## src/rtl/cpu_sequencer.sv

```systemverilog
// -----------------------------------------------------------------------------
// cpu_sequencer
//
// T-state sequencer for a simple microcoded CPU. It produces a one-hot T-state
// strobe that the control unit uses to step through each instruction. It also
// handles memory wait states, halt/resume, single-instruction stepping, and
// retired-instruction accounting.
//
// Parameters
//   T_WIDTH    width of the T-state counter (NUM_T = 2**T_WIDTH states)
//   CNT_WIDTH  width of the retired-instruction counter
//
// Ports
//   clk          system clock, all state changes on the rising edge
//   reset        asynchronous active-low reset
//   mem_ready    memory/port ready; low inserts a wait state
//   clr_timer    end of instruction; the next T-state is T[0]
//   hlt          halt request
//   resume       leave HALT (rising-edge detected)
//   step_mode    1 = single-instruction stepping
//   step_req     run one instruction in step mode (rising-edge detected)
//   T            one-hot T-state strobe, zero outside RUN/WAIT
//   t_count      current T-state index
//   instr_start  first T-state of an instruction while running
//   waiting      sequencer is in WAIT
//   halted       sequencer is in HALT
//   stepping     sequencer is parked between instructions in step mode
//   instr_count  retired-instruction count (wraps silently)
//   overrun      sticky: the T-state counter wrapped without clr_timer
//
// Every output is either a flop or a decode of flops; no input reaches an
// output combinationally.
// -----------------------------------------------------------------------------
module cpu_sequencer #(
    parameter  int T_WIDTH   = 3,
    parameter  int CNT_WIDTH = 16,
    localparam int NUM_T     = 2 ** T_WIDTH
) (
    input  logic                 clk,
    input  logic                 reset,
    input  logic                 mem_ready,
    input  logic                 clr_timer,
    input  logic                 hlt,
    input  logic                 resume,
    input  logic                 step_mode,
    input  logic                 step_req,
    output logic [NUM_T-1:0]     T,
    output logic [T_WIDTH-1:0]   t_count,
    output logic                 instr_start,
    output logic                 waiting,
    output logic                 halted,
    output logic                 stepping,
    output logic [CNT_WIDTH-1:0] instr_count,
    output logic                 overrun
);

    typedef enum logic [2:0] {
        ST_IDLE,
        ST_RUN,
        ST_WAIT,
        ST_HALT,
        ST_STEP_IDLE
    } state_t;

    localparam logic [T_WIDTH-1:0] T_LAST = '1;

    // -------------------------------------------------------------------------
    // Registered state
    // -------------------------------------------------------------------------
    state_t               state_q, state_d;
    logic [T_WIDTH-1:0]   t_count_q, t_count_d;
    logic [CNT_WIDTH-1:0] instr_count_q, instr_count_d;
    logic                 overrun_q, overrun_d;
    logic                 resume_q;
    logic                 step_req_q;

    // Combinational helpers
    logic                 retire;
    logic                 resume_rise;
    logic                 step_rise;

    // The history flops reset to 0. An input that is already high when reset
    // is released therefore shows a "rise" on the IDLE->RUN edge. IDLE
    // ignores both requests, so such a stale level never triggers anything.
    assign resume_rise = resume & ~resume_q;
    assign step_rise   = step_req & ~step_req_q;

    // -------------------------------------------------------------------------
    // Next-state logic
    // -------------------------------------------------------------------------
    // NOTE: every signal driven here is given a default before the case.
    // Paths that do not mention a signal then hold it, and no latch is inferred.
    always_comb begin
        state_d   = state_q;
        t_count_d = t_count_q;
        overrun_d = overrun_q;
        retire    = 1'b0;

        case (state_q)
            ST_IDLE: begin
                state_d   = ST_RUN;
                t_count_d = '0;
            end

            ST_RUN: begin
                if (hlt) begin
                    // The HLT instruction itself retires.
                    state_d   = ST_HALT;
                    t_count_d = '0;
                    retire    = 1'b1;
                end else if (!mem_ready) begin
                    // Freeze the current T-state until memory answers.
                    state_d = ST_WAIT;
                end else if (clr_timer) begin
                    state_d   = step_mode ? ST_STEP_IDLE : ST_RUN;
                    t_count_d = '0;
                    retire    = 1'b1;
                end else if (t_count_q == T_LAST) begin
                    // The control unit never ended the instruction. Force a
                    // boundary and record the fault.
                    state_d   = step_mode ? ST_STEP_IDLE : ST_RUN;
                    t_count_d = '0;
                    retire    = 1'b1;
                    overrun_d = 1'b1;
                end else begin
                    t_count_d = t_count_q + T_WIDTH'(1);
                end
            end

            ST_WAIT: begin
                // clr_timer is deliberately ignored here. The T-state that was
                // stalled must be re-presented once memory is ready.
                if (hlt) begin
                    state_d   = ST_HALT;
                    t_count_d = '0;
                    retire    = 1'b1;
                end else if (mem_ready) begin
                    state_d = ST_RUN;
                end
            end

            ST_HALT: begin
                // hlt is not examined here, so resume wins even if hlt is
                // still asserted on the same edge.
                if (resume_rise) begin
                    state_d   = step_mode ? ST_STEP_IDLE : ST_RUN;
                    t_count_d = '0;
                end
            end

            ST_STEP_IDLE: begin
                if (step_rise || !step_mode) begin
                    state_d   = ST_RUN;
                    t_count_d = '0;
                end
            end

            default: begin
                state_d   = ST_IDLE;
                t_count_d = '0;
            end
        endcase

        instr_count_d = instr_count_q + CNT_WIDTH'(retire);
    end

    // -------------------------------------------------------------------------
    // State register
    // -------------------------------------------------------------------------
    // NOTE: sequential state uses non-blocking assignments only. Every flop
    // then samples values from before the edge, whatever the statement order.
    always_ff @(posedge clk or negedge reset) begin
        if (!reset) begin
            state_q       <= ST_IDLE;
            t_count_q     <= '0;
            instr_count_q <= '0;
            overrun_q     <= 1'b0;
            resume_q      <= 1'b0;
            step_req_q    <= 1'b0;
        end else begin
            state_q       <= state_d;
            t_count_q     <= t_count_d;
            instr_count_q <= instr_count_d;
            overrun_q     <= overrun_d;
            resume_q      <= resume;
            step_req_q    <= step_req;
        end
    end

    // -------------------------------------------------------------------------
    // Output decode (registered state only)
    // -------------------------------------------------------------------------
    always_comb begin
        T = '0;
        if (state_q == ST_RUN || state_q == ST_WAIT) begin
            T[t_count_q] = 1'b1;
        end
    end

    assign t_count     = t_count_q;
    assign instr_start = (state_q == ST_RUN) && (t_count_q == '0);
    assign waiting     = (state_q == ST_WAIT);
    assign halted      = (state_q == ST_HALT);
    assign stepping    = (state_q == ST_STEP_IDLE);
    assign instr_count = instr_count_q;
    assign overrun     = overrun_q;

    // The strobe can never have more than one T-state active.
    a_t_onehot: assert property (@(posedge clk) disable iff (!reset) $onehot0(T));

endmodule

```

## config.mk

```make
export PLATFORM = sky130hd
export DESIGN_NAME = cpu_sequencer
export DESIGN_NICKNAME = d
export VERILOG_FILES = /design/src/rtl/cpu_sequencer.sv
export SDC_FILE = /design/constraint.sdc
export NUM_CORES = 1
export LEC_CHECK = 0
export BUFFER_PORTS_ARGS = -buffer_cell sky130_fd_sc_hd__buf_4
export CAP_MARGIN = 20
export CORE_AREA = 2 2 55 57
export DETAILED_ROUTE_END_ITERATION = 8
export DIE_AREA = 0 0 57 59
export PLACE_DENSITY = 0.74
export REMOVE_ABC_BUFFERS = 1
export SLEW_MARGIN = 20
export SYNTH_ARGS = -nofsm -noshare
export SYNTH_HDL_FRONTEND = slang
export SYNTH_SLANG_ARGS = --single-unit
```

## constraint.sdc

```tcl
create_clock -name clk -period 3 [get_ports clk]
set_input_delay 0.6 -clock clk [delete_from_list [all_inputs] [get_ports clk]]
set_output_delay 0.6 -clock clk [all_outputs]
set_load 0.02 [all_outputs]
```

; ---- Yosys cells after proc, flatten, opt, wreduce, memory -nomap -nowiden
; Index checks and enable logic that the tools add are counted.
[op_classes]
muxes = 27
reduce_logical = 10
eq_ne = 11
addsub = 2
order_cmp = 2
n_bitwise = 6
[ops]
columns = cell, n
row1 = $mux W3, 16
row2 = $add A16 B1 Y16, 1
row3 = $pmux W3 S5, 1
row4 = $pmux W3 S4, 1
row5 = $mux W8, 1
row6 = $reduce_and A4 Y1, 2
row7 = $eq A3 B2 Y1 const B, 2
row8 = $eq A3 B3 Y1 const B, 2
row9 = $logic_not A3 Y1, 2
row10 = $mux W1, 6
row11 = $ne A3 B3 Y1 const B, 2
row12 = $ne A5 B5 Y1 const B, 1
row13 = $reduce_and A5 Y1, 1
row14 = $lt A3 B4 Y1 const B, 1
row15 = $ne A2 B1 Y1 const B, 2
row16 = $not A1 Y1, 4
row17 = $add A3 B1 Y3 const B, 1
row18 = $demux W1 S3, 1
row19 = $eq A3 B1 Y1 const B, 1
row20 = $ge A3 B1 Y1 const B, 1
row21 = $and A1 B1 Y1, 2
row22 = $logic_and A1 B1 Y1, 2
row23 = $logic_or A1 B1 Y1, 2
row24 = $ne A2 B2 Y1 const B, 1
row25 = 2 further kinds, 2
[word_totals]
elab_cells = 64
regBits = 25
out_inout_bits = 32
inputBits = 8

; ---- Longest topological paths before layout
[logic_depth]
ltp_word = 7
depth_mapped = 10
ltp_nobuf = 10

; ---- Least setup slack after synthesis
; No wires, ideal clock.
[synth_timing]
path_type = flip-flop to flip-flop
start = reg t_count_q[1] (netlist: t_count[1])
end = reg instr_count_q[12] (netlist: instr_count[12])
required_ns = 2.870
arrival_ns = 2.222
period_less_slack_ns = 2.352
n_path_buf = 0
setup_slack_ns = 0.648
stages_incl_launch_ff = 11
setup_time_ns = 0.130
path_cell_list = dfrtp_1 > ha_1 > ha_1 > o211ai_1 > a21boi_0 > ha_1 > ha_1 > nand4_1 > nor3b_2 > nand3_1 > xnor2_1
[synth_via]
elab_chain_len = 7
[synth_lines]
columns = item, line_no
row1 = from (decl), 71  ; logic [T_WIDTH-1:0] t_count_q, t_count_d;
row2 = from (signal assigned), 182  ; t_count_q <= t_count_d;
row3 = $eq A3 B3 Y1, 118  ; end else if (t_count_q == T_LAST) begin
row4 = $mux W1, 118
row5 = $mux W1, 114  ; end else if (clr_timer) begin
row6 = $mux W1, 111  ; end else if (!mem_ready) begin
row7 = $mux W1, 106  ; if (hlt) begin
row8 = $pmux W1 S2, 99  ; case (state_q)
row9 = $add A16 B1 Y16, 164  ; instr_count_d = instr_count_q + CNT_WIDTH'(retire);
row10 = net instr_count_d[12], 72  ; logic [CNT_WIDTH-1:0] instr_count_q, instr_count_d;
row11 = to (signal assigned), 183  ; instr_count_q <= instr_count_d;
row12 = to (decl), 72
; The timed path passes the listed nets, and every way through them passes these cells.
; A chain may end at the register's enable or synchronous reset.

; ---- Worst setup path in the final report
; Same ends and word-level chain as after synthesis.

==> reports/qor.yml <==
outcome:
  status: "finished, final reports clean"
worst_setup_path:
  cp_max_fo: 7
  critPathRequiredTime_ps: 3230
  cp.arrival_ps: 2700
  endpoint_kind: "flip-flop"
  start_kind: "flip-flop"
  critPathKind: "flip-flop to flip-flop"
global_routing:
  grt_util_met1_pct: 21.94
  grt_most_used_layer: "met2"
  met3_usage_pct: 3.930
  first_global_vias: 1013
  grt_max_degree: 26
  antenna_found_initial: 0
  grt.total_usage_pct: 17.04
  grtUsageMet2_pct: 29.39
  overflow: 0
  grt_pass1_wl_um: 4450
layout:
  drive_above_1_share_pct: 30.00
  areaGrowthSynthToFinish_pct: 25.89
  nNetsFinal: 184
  finalNonFillerCells: 201
  diodes: 0
  multi_input_area_sq_um: 671.9
  regArea_sq_um: 625.6
  fin_util_pct: 62.19
  final_area_sq_mm: 0.001685
  fillCellCount: 245
sta:
  hold_viol_final: 0
  hold_ws_ps: 142.8
  finalCritPeriodShare_pct: 82.45
  skew_ps: 3.591
  max_freq_mhz: 404.3
  finalCriticalPeriod_ps: 2474
  rsz0062_at_grt: "no"
  max_slew_margin_pct: 73.34
  worst_pin_slew_ps: 397.5
  setup_slack_ps: 526.4
  setup_violations: 0
  drv_slew: 0
  fin_tns_setup_ps: 0
routing:
  wirelength_um: 2637
  drt_iter0_markers: 21
  ant_nets: 0
  drt-pass1-iter-count: 4
  via_per_inst: 5.453
  num_vias: 1096
  drc: 0
  wl_per_cell_um: 13.12
logic_synthesis:
  ys_seq_elements: 25
  synth_cell_types: 35
  synth_area_sq_mm: 0.001339
  synth_edf_count: 0
  yosys_most_used_dff: "dfrtp_1"
  syn_inst: 130
  seq_area_frac_synth_pct: 46.73
  synthArstFlopShare_pct: 100.0
  synth_warnings: 0
  avgSynthCellArea_sq_um: 10.30
placed_design:
  port_buffers: 39
  gp_congestion: 0.8556
  dp_hpwl_um: 2082
  dpl_worst_slack_ps: 518.3
  dp_cells: 197
  post_dp_cell_area_sq_mm: 0.001655
pwr:
  p_leak_nw: 0.8290
  p_total_mw: 1.267
  ir_drop_uv: 464.9
  cellPowerDensity_mw_per_mm2: 752.0
clocking:
  cts_setup_buffers: 0
  ctsHoldBuffers: 0
  post_cts_resized: 0
  htreeDepth: 1
  cts_made_buffers: 3
  cts_tree: "built"
  cts_sinks: 25
  cts_buffer_depth: 2
  clk_latency_ps: 320
  cts_root_buf: "clkbuf_4"
  clk_pin_slew_ps: 140
flow_run:
  maxCapViolCount: 0
floorplanning:
  initial_core_util_pct: 49.40
  die_w_um: 57
  die_area_sq_mm: 0.003363
  placementRows: 19
  num_io_pins: 40
  coreArea_sq_mm: 0.002710
  die_h_um: 59
min_path:
  hold_path_class: "input pin to asynchronous set/reset pin"
[cell type report]
cell class | count | share of cell area (%)
Multi-Input combinational cell | 95 | 39.87
Sequential cell | 25 | 37.12
Tap cell | 31 | 2.301
Inverter | 7 | 1.559
Timing Repair Buffer | 39 | 17.37
Clock buffer | 3 | 1.336
Clock inverter | 1 | 0.4454
[layer usage]
layer | up-vias | part of all wire (%)
met5 | - | 0
met2 | 34 | 52
met3 | 4 | 5.2
li1 | 526 | -
met4 | 0 | 0.80
met1 | 532 | 42
[layout by cell type (no fill, tap or decap), types with 2 or more instances in the layout]
cell type and count:
nand3_1 8, nor2b_1 4, clkbuf_4 3, ha_1 5, nor3b_2 3, xor2_1 6, nor2_1 15, nand2b_1 3
xnor2_1 9, mux2i_1 2, inv_1 7, nor3_1 3, nand4_1 2, nand2_1 12, dfrtp_1 25, buf_4 39
a21oi_1 2, mux2_1 2, and4_1 2
[flip-flops by register name, summed over array words and instances, names as in the netlist]
signal and cells:
instr_count 16, overrun 1, resume_q 1, state_q 3, step_req_q 1, t_count 3
[worst max-delay path, cell delays in order (launching register included)]
cell,delay (ps)
dfrtp_1,490
ha_1,200
ha_1,220
o211ai_1,110
a21boi_0,200
ha_1,210
ha_1,210
nand4_1,170
nor3b_2,280
nand3_1,140
xnor2_1,140
[worst paths after layout]
kind	from	to	slack, ps	cells past startpoint
worst max-delay path	t_count[1]$_DFFE_PN0P_	instr_count[12]$_DFF_PN0_	530	10
worst min-delay path	reset	instr_count[7]$_DFF_PN0_	140	1
worst max register to register	t_count[1]$_DFFE_PN0P_	instr_count[12]$_DFF_PN0_	530	10
worst min register to register	instr_count[15]$_DFF_PN0_	instr_count[15]$_DFF_PN0_	490	1
max in group asynchronous	reset	state_q[1]$_DFFE_PN0P_	2620	1
min in group clk	step_req	step_req_q$_DFF_PN0_	380	1
[logic make-up (layout without fill, tap and decap cells)]
kind of cell / after synthesis / after routing / synth area share [%]
xor gates and xnor gates: 15 / 15 / 9.813
DFF: 25 / 25 / 46.73
and+or+nand+nor: 60 / 60 / 24.86
muxes: 4 / 4 / 3.178
buffers and inverters: 10 / 50 / 3.084
adders and majority gates: 5 / 5 / 4.673
AOI/OAI and AO/OA: 11 / 11 / 7.665
[report_power, final]
part           internal, mW  switching, mW
clock                0.0510          0.104
sequential            0.405          0.113
combinational         0.270          0.325
[cell usage after synthesis, types with 2 or more instances]
library cell / count / area share, %
nor3_1: 3 / 1.1
nand3_1: 8 / 3.0
nor2_1: 15 / 4.2
nor2b_1: 4 / 1.9
a21oi_1: 2 / 0.75
xor2_1: 6 / 3.9
xnor2_1: 9 / 5.9
mux2_1: 2 / 1.7
nand2b_1: 3 / 1.4
dfrtp_1: 25 / 47
buf_2: 3 / 1.1
and4_1: 2 / 1.3
nor3b_2: 3 / 2.8
nand4_1: 2 / 0.93
inv_1: 7 / 2.0
nand2_1: 12 / 3.4
mux2i_1: 2 / 1.5
ha_1: 5 / 4.7
Power figures use the tool's default switching activity.
